`src/rtl/hive_alu_div_pkg.sv`:
```
`default_nettype none
// ============================================================================
// Module  : hive_alu_div_pkg
// Brief   : Shared width and state encoding for the iterative divider.
// Revision: 1.0 - initial release
// ============================================================================
package hive_alu_div_pkg;

  localparam int ALU_W = 32;

  typedef enum logic [1:0] {
    DIV_IDLE = 2'd0,
    DIV_CALC = 2'd1,
    DIV_FIX  = 2'd2
  } div_state_t;

endpackage
`default_nettype wire

```
`src/rtl/hive_alu_div_if.sv`:
```
`default_nettype none
// ============================================================================
// Module  : hive_alu_div_if
// Brief   : Request/result bundle between an issuing thread and the divider.
// Revision: 1.0 - initial release
// ============================================================================
interface hive_alu_div_if
  import hive_alu_div_pkg::*;
#(
  parameter int WIDTH = ALU_W
);

  logic             start_i;
  logic             sgn_i;
  logic [WIDTH-1:0] a_i;
  logic [WIDTH-1:0] b_i;
  logic             ready_o;
  logic             valid_o;
  logic [WIDTH-1:0] quo_o;
  logic [WIDTH-1:0] rem_o;
  logic             dz_o;

  modport master (
    output start_i, sgn_i, a_i, b_i,
    input  ready_o, valid_o, quo_o, rem_o, dz_o
  );

  modport slave (
    input  start_i, sgn_i, a_i, b_i,
    output ready_o, valid_o, quo_o, rem_o, dz_o
  );

endinterface
`default_nettype wire

```
`src/rtl/hive_alu_div.sv`:
```
`default_nettype none
// ============================================================================
// Module  : hive_alu_div
// Brief   : Iterative restoring divider, one quotient bit per clock, signed or
//           unsigned. Define HIVE_DIV_REM_EN to make the remainder output live.
// Revision: 1.0 - initial release
// ============================================================================
module hive_alu_div
  import hive_alu_div_pkg::*;
#(
  parameter int ALU_W = hive_alu_div_pkg::ALU_W
) (
  input  logic               clk_i,
  input  logic               rst_i,
  hive_alu_div_if.slave      dv
);

  localparam int CNT_W = $clog2(ALU_W);

  function automatic logic [ALU_W-1:0] negate(input logic [ALU_W-1:0] x);
    return '0 - x;
  endfunction

  function automatic logic [ALU_W-1:0] magnitude(input logic [ALU_W-1:0] x, input logic sgn);
    return (sgn && x[ALU_W-1]) ? negate(x) : x;
  endfunction

  div_state_t        state_q, state_d;
  logic [CNT_W-1:0]  cnt_q, cnt_d;
  logic [ALU_W-1:0]  r_q, r_d;
  logic [ALU_W-1:0]  q_q, q_d;
  logic [ALU_W-1:0]  b_q, b_d;
  logic              quo_neg_q, quo_neg_d;
  logic              dz_q, dz_d;
  logic              valid_q, valid_d;
  logic [ALU_W-1:0]  quo_out_q, quo_out_d;
  logic              dz_out_q, dz_out_d;
`ifdef HIVE_DIV_REM_EN
  logic              rem_neg_q, rem_neg_d;
  logic [ALU_W-1:0]  a_q, a_d;
  logic [ALU_W-1:0]  rem_out_q, rem_out_d;
`endif

  // Restoring step: the borrow of the ALU_W+1-bit difference doubles as r >= |b|.
  logic [ALU_W:0]    step_shift;
  logic [ALU_W:0]    step_diff;
  logic              step_fits;
  logic [ALU_W-1:0]  step_r;

  always_comb begin
    step_shift = {r_q, q_q[ALU_W-1]};
    step_diff  = step_shift - {1'b0, b_q};
    step_fits  = ~step_diff[ALU_W];
    step_r     = step_fits ? step_diff[ALU_W-1:0] : step_shift[ALU_W-1:0];
  end

  always_comb begin
    state_d   = state_q;
    cnt_d     = cnt_q;
    r_d       = r_q;
    q_d       = q_q;
    b_d       = b_q;
    quo_neg_d = quo_neg_q;
    dz_d      = dz_q;
    valid_d   = 1'b0;
    quo_out_d = quo_out_q;
    dz_out_d  = dz_out_q;
`ifdef HIVE_DIV_REM_EN
    rem_neg_d = rem_neg_q;
    a_d       = a_q;
    rem_out_d = rem_out_q;
`endif
    unique case (state_q)
      DIV_IDLE: begin
        if (dv.start_i) begin
          q_d       = magnitude(dv.a_i, dv.sgn_i);
          b_d       = magnitude(dv.b_i, dv.sgn_i);
          r_d       = '0;
          quo_neg_d = dv.sgn_i & (dv.a_i[ALU_W-1] ^ dv.b_i[ALU_W-1]);
          dz_d      = (dv.b_i == '0);
          cnt_d     = CNT_W'(ALU_W - 1);
          state_d   = DIV_CALC;
`ifdef HIVE_DIV_REM_EN
          rem_neg_d = dv.sgn_i & dv.a_i[ALU_W-1];
          a_d       = dv.a_i;
`endif
        end
      end
      DIV_CALC: begin
        r_d   = step_r;
        q_d   = {q_q[ALU_W-2:0], step_fits};
        cnt_d = cnt_q - CNT_W'(1);
        if (cnt_q == '0) begin
          state_d = DIV_FIX;
        end
      end
      DIV_FIX: begin
        valid_d   = 1'b1;
        state_d   = DIV_IDLE;
        quo_out_d = dz_q ? '1 : (quo_neg_q ? negate(q_q) : q_q);
        dz_out_d  = dz_q;
`ifdef HIVE_DIV_REM_EN
        rem_out_d = dz_q ? a_q : (rem_neg_q ? negate(r_q) : r_q);
`endif
      end
      default: state_d = DIV_IDLE;
    endcase
  end

  always_ff @(posedge clk_i) begin
    if (rst_i) begin
      state_q   <= DIV_IDLE;
      cnt_q     <= '0;
      r_q       <= '0;
      q_q       <= '0;
      b_q       <= '0;
      quo_neg_q <= 1'b0;
      dz_q      <= 1'b0;
      valid_q   <= 1'b0;
      quo_out_q <= '0;
      dz_out_q  <= 1'b0;
`ifdef HIVE_DIV_REM_EN
      rem_neg_q <= 1'b0;
      a_q       <= '0;
      rem_out_q <= '0;
`endif
    end else begin
      state_q   <= state_d;
      cnt_q     <= cnt_d;
      r_q       <= r_d;
      q_q       <= q_d;
      b_q       <= b_d;
      quo_neg_q <= quo_neg_d;
      dz_q      <= dz_d;
      valid_q   <= valid_d;
      quo_out_q <= quo_out_d;
      dz_out_q  <= dz_out_d;
`ifdef HIVE_DIV_REM_EN
      rem_neg_q <= rem_neg_d;
      a_q       <= a_d;
      rem_out_q <= rem_out_d;
`endif
    end
  end

  assign dv.ready_o = (state_q == DIV_IDLE);
  assign dv.valid_o = valid_q;
  assign dv.quo_o   = quo_out_q;
  assign dv.dz_o    = dz_out_q;
`ifdef HIVE_DIV_REM_EN
  assign dv.rem_o   = rem_out_q;
`else
  assign dv.rem_o   = '0;
`endif

endmodule
`default_nettype wire

```
`src/flat_wrapper.sv`:
```
// flat-port wrapper written by rule: the top's interface ports become plain ports
module hive_alu_div_flat import hive_alu_div_pkg::*;
#(
  parameter int ALU_W = hive_alu_div_pkg::ALU_W
)
  (clk_i, rst_i, dv_start_i, dv_sgn_i, dv_a_i, dv_b_i, dv_ready_o, dv_valid_o, dv_quo_o, dv_rem_o, dv_dz_o);
  hive_alu_div_if #(.WIDTH((ALU_W))) dv_i ();
  input  logic clk_i;
  input  logic rst_i;
  input wire logic [$bits(dv_i.start_i)-1:0] dv_start_i;
  input wire logic [$bits(dv_i.sgn_i)-1:0] dv_sgn_i;
  input wire logic [$bits(dv_i.a_i)-1:0] dv_a_i;
  input wire logic [$bits(dv_i.b_i)-1:0] dv_b_i;
  output wire logic [$bits(dv_i.ready_o)-1:0] dv_ready_o;
  output wire logic [$bits(dv_i.valid_o)-1:0] dv_valid_o;
  output wire logic [$bits(dv_i.quo_o)-1:0] dv_quo_o;
  output wire logic [$bits(dv_i.rem_o)-1:0] dv_rem_o;
  output wire logic [$bits(dv_i.dz_o)-1:0] dv_dz_o;
  assign dv_i.start_i = dv_start_i;
  assign dv_i.sgn_i = dv_sgn_i;
  assign dv_i.a_i = dv_a_i;
  assign dv_i.b_i = dv_b_i;
  assign dv_ready_o = dv_i.ready_o;
  assign dv_valid_o = dv_i.valid_o;
  assign dv_quo_o = dv_i.quo_o;
  assign dv_rem_o = dv_i.rem_o;
  assign dv_dz_o = dv_i.dz_o;
  hive_alu_div #(.ALU_W(ALU_W)) u_core (.clk_i(clk_i), .rst_i(rst_i), .dv(dv_i));
endmodule
```
`config.mk`:
```
export PLATFORM = sky130hd
export DESIGN_NAME = hive_alu_div_flat
export DESIGN_NICKNAME = d
export VERILOG_FILES = /design/src/rtl/hive_alu_div_pkg.sv /design/src/rtl/hive_alu_div_if.sv /design/src/rtl/hive_alu_div.sv /design/src/flat_wrapper.sv
export SDC_FILE = /design/constraint.sdc
export NUM_CORES = 1
export LEC_CHECK = 0
export BUFFER_PORTS_ARGS = -buffer_cell sky130_fd_sc_hd__clkbuf_2
export CELL_PAD_IN_SITES_DETAIL_PLACEMENT = 0
export CELL_PAD_IN_SITES_GLOBAL_PLACEMENT = 1
export CORE_MARGIN = 5
export CORE_UTILIZATION = 40
export CTS_CLUSTER_SIZE = 10
export DETAILED_ROUTE_END_ITERATION = 10
export HOLD_SLACK_MARGIN = 0.02
export PLACE_DENSITY = 0.87
export SYNTH_ARGS = -nofsm -noshare
export SYNTH_HDL_FRONTEND = slang
export SYNTH_SLANG_ARGS = --single-unit
```
`constraint.sdc`:
```
create_clock -name clk_i -period 4.25 [get_ports clk_i]
set_clock_uncertainty 0.15 [all_clocks]
set_input_delay 0.425 -clock clk_i [delete_from_list [all_inputs] [get_ports clk_i]]
set_output_delay 0.425 -clock clk_i [all_outputs]
set_load 0.02 [all_outputs]
```
==> key figures <==
STA
  – Setup violations, final: 0
  – Worst-Margin Slew: 1.16 ns
  – Worst hold slack: 0.142 ns
  – Max Fclk: 280 MHz
  – Slew headroom: 22.9%
  – Final slew viol count: 0
  – Final TNS setup: 0 ns
  – Final period util: 83.9%
  – Final Hold Vio Count: 0
  – RSZ-0062 raised after global routing: false
  – Crit path time final: 3.57 ns

Yosys
  – Post-synth top area cell: dfxtp_1
  – EDFF count, synth: 0
  – Ranking of synthesized cells by area: dfxtp_1, xor2_1, a21oi_1
  – Async SR Flop Fraction: 0%
  – Synth Flop Type: dfxtp_1
  – Register area share after synthesis: 30.7%
  – Mapped Avg Cell Area: 7.69 µm²
  – Syn Inst Count: 1,179
  – #FFs+latches synth: 139
  – Mapped cell area: 9060 µm²
  – Yosys warnings: 0
  – Top cell type's share of synthesized area: 30.7%
  – Synth cell types: 61

Cells and area
  – Post-Route Utilization: 45.7%
  – Sequential Area: 2780 µm²
  – Fill count: 2,276
  – Diode count: 0
  – Footprint of the multi-input gates: 5730 µm²
  – Share of cells above drive strength 1: 13.1%
  – Finished Layout Cells: 1,541
  – Design area: 10,300 µm²
  – Synth-to-Final Area Change: 13.5%
  – Nets: 1,349

Worst setup path
  – Worst Path Required: 4.40 ns
  – Reg-to-reg slack, setup: 0.68 ns
  – Crit path capture type: flop
  – Crit path kind: flop to flop
  – Critical Path AT: 3.72 ns
  – Crit path max fanout: 44
  – CP startpoint kind: flop

Clock tree
  – Clock buffer depth: 2
  – Cts hold-fix bufs: 0
  – Reg clk slew, reported paths: 0.07 ns
  – # resized after CTS: 0
  – Root Driver: clkbuf_16
  – H-tree Lvls: 4
  – Num CTS Buffers: 17
  – CTS tree: built
  – Skew-Pair Late Insertion Delay: 0.43 ns
  – Clock Sinks: 139
  – Post-CTS setup buffers: 0

Floorplan
  – Initial core utilization: 40.3%
  – Die H: 161 µm
  – Core footprint: 22,500 µm²
  – Die Width: 161 µm
  – Rows: 55
  – Die ar.: 25,800 µm²
  – Ports: 135

Global route
  – Global-route wire length before repair: 40,200 µm
  – GRT overflow: 0
  – Largest net degree at the start of global routing: 80
  – Vias in the first global route: 8,122
  – GRT Total Usage: 18.5%
  – Initial antenna violation count: 0

Power
  – Worst VDD drop: 0.259 mV
  – Leak Pwr: 4.12 nW
  – Pwr per Cell Area: 371 nW/µm²

Place
  – Post-DP Area: 9660 µm²
  – GPL Wtd Cong: 0.959
  – Cells after DPL: 1,509
  – Detailed Place HPWL: 18,300 µm
  – I/O Buffers: 102

Hold path
  – Min-delay worst type: primary input to flop

Detailed routing
  – DR WL/cell: 15.7 µm
  – Detailed Route WL: 24,200 µm
  – DR vias: 8,422
  – First-pass DRT Iterations: 5
  – # DRC: 0
  – Initial DRC count: 438
  – ANT nets after route: 0
  – Via density: 5.47

Flow run
  – MaxCap Viol Count: 0

Status
  – Run status: complete, no violations
## state kept, by name (all words and copies together) (netlist names)
register           count
u_core.b_q            32
u_core.dv.quo_o       32
u_core.q_q            32
u_core.r_q            32
u_core.cnt_q           5
u_core.state_q         2
u_core.dv.dz_o         1
u_core.dv.valid_o      1
u_core.dz_q            1
u_core.quo_neg_q       1
## cell usage after synthesis, drive strengths merged, types with 8 or more instances
master / n
dfxtp: 139
ha: 37
nand3: 9
or4: 8
o21ai: 78
o41ai: 10
a21o: 16
nand2: 119
mux2i: 9
nor4: 12
a22oi: 30
xnor2: 49
nand2b: 9
a211oi: 61
o31ai: 14
xor2: 62
nor2: 133
inv: 53
nor3: 30
a21oi: 107
buf: 39
clkbuf: 58
## metrics by stage
step                      worst slack [ns]  total power, mW
after floorplan                       1.20             2.11
after global placement               0.852             2.31
after detailed placement             0.740             2.32
after CTS                            0.729             3.84
after global routing                 0.455             4.01
final                                0.685             3.82
## cell type report
| class | count | area share, % |
|---|---|---|
| Clock buffer | 17 | 4.14 |
| Clock inverter | 15 | 1.96 |
| Multi-Input combinational cell | 921 | 55.7 |
| Tap cell | 285 | 3.47 |
| Timing Repair Buffer | 111 | 5.77 |
| Inverter | 53 | 1.93 |
| Sequential cell | 139 | 27.0 |
## placed cells by master (no fill, tap or decap), drive strengths merged, types with 6 or more instances in the layout
master / netlist / final
nor4: 12 / 12
or3: 7 / 7
a311oi: 6 / 6
nor3: 30 / 30
nor2b: 6 / 6
or4: 8 / 8
a21oi: 107 / 107
a21o: 16 / 16
a211oi: 61 / 61
o41ai: 10 / 10
nand2: 119 / 119
o21a: 6 / 6
dfxtp: 139 / 139
buf: 39 / 10
clkinv: 0 / 10
ha: 37 / 37
mux2i: 9 / 9
xnor2: 49 / 49
and2: 6 / 6
nand2b: 9 / 9
nand3: 9 / 9
a32oi: 6 / 6
xor2: 62 / 62
o31ai: 14 / 14
conb: 1 / 32
clkbuf: 58 / 118
nor2: 133 / 133
o21ai: 78 / 78
a22oi: 30 / 30
inv: 53 / 58
## cell families after synthesis
family / share of synthesized area (%)
AO/OA/AOI/OAI: 26.1
XOR/XNOR: 10.7
adder cells (fa/ha/maj): 5.33
buffers and inverters: 7.55
flip-flops: 30.7
multiplexers: 0.994
other: 0.0414
AND/OR/NAND/NOR: 18.5
## report_power, final
part	total, mW	switching, mW	internal [mW]	leakage [nW]
sequential	1.46	0.0801	1.38	1.13
combinational	0.837	0.525	0.312	2.68
clock	1.52	0.716	0.806	0.302
## worst max-delay path, stage by stage, from the launching register on
cell	delay [ns]
dfxtp_1	0.33
inv_1	0.09
ha_1	0.16
inv_1	0.06
fa_1	0.41
a211oi_1	0.31
o211ai_1	0.22
a211oi_1	0.42
o22ai_1	0.20
mux2i_1	0.17
nand2_1	0.29
buf_12	0.26
nor2_1	0.06
a221oi_1	0.23
nor2_1	0.06
## metal layers
layer | wire [µm] | vias to the layer above | track usage [%]
li1 | - | 4269 | -
met1 | 11000 | 3937 | 24.0
met2 | 11700 | 183 | 31.4
met3 | 981 | 33 | 3.31
met4 | 535 | 0 | 5.94
met5 | 0 | - | 0
## final timing paths
check,start,endpoint,cells after the start
setup / recovery,u_core.q_q[31],u_core.q_q[0],14
hold / removal,dv_b_i[1],u_core.b_q[1],3
setup reg to reg,u_core.q_q[31],u_core.q_q[0],14
hold reg to reg,u_core.r_q[16],u_core.r_q[16],2
(Power assumes the default switching activity.)
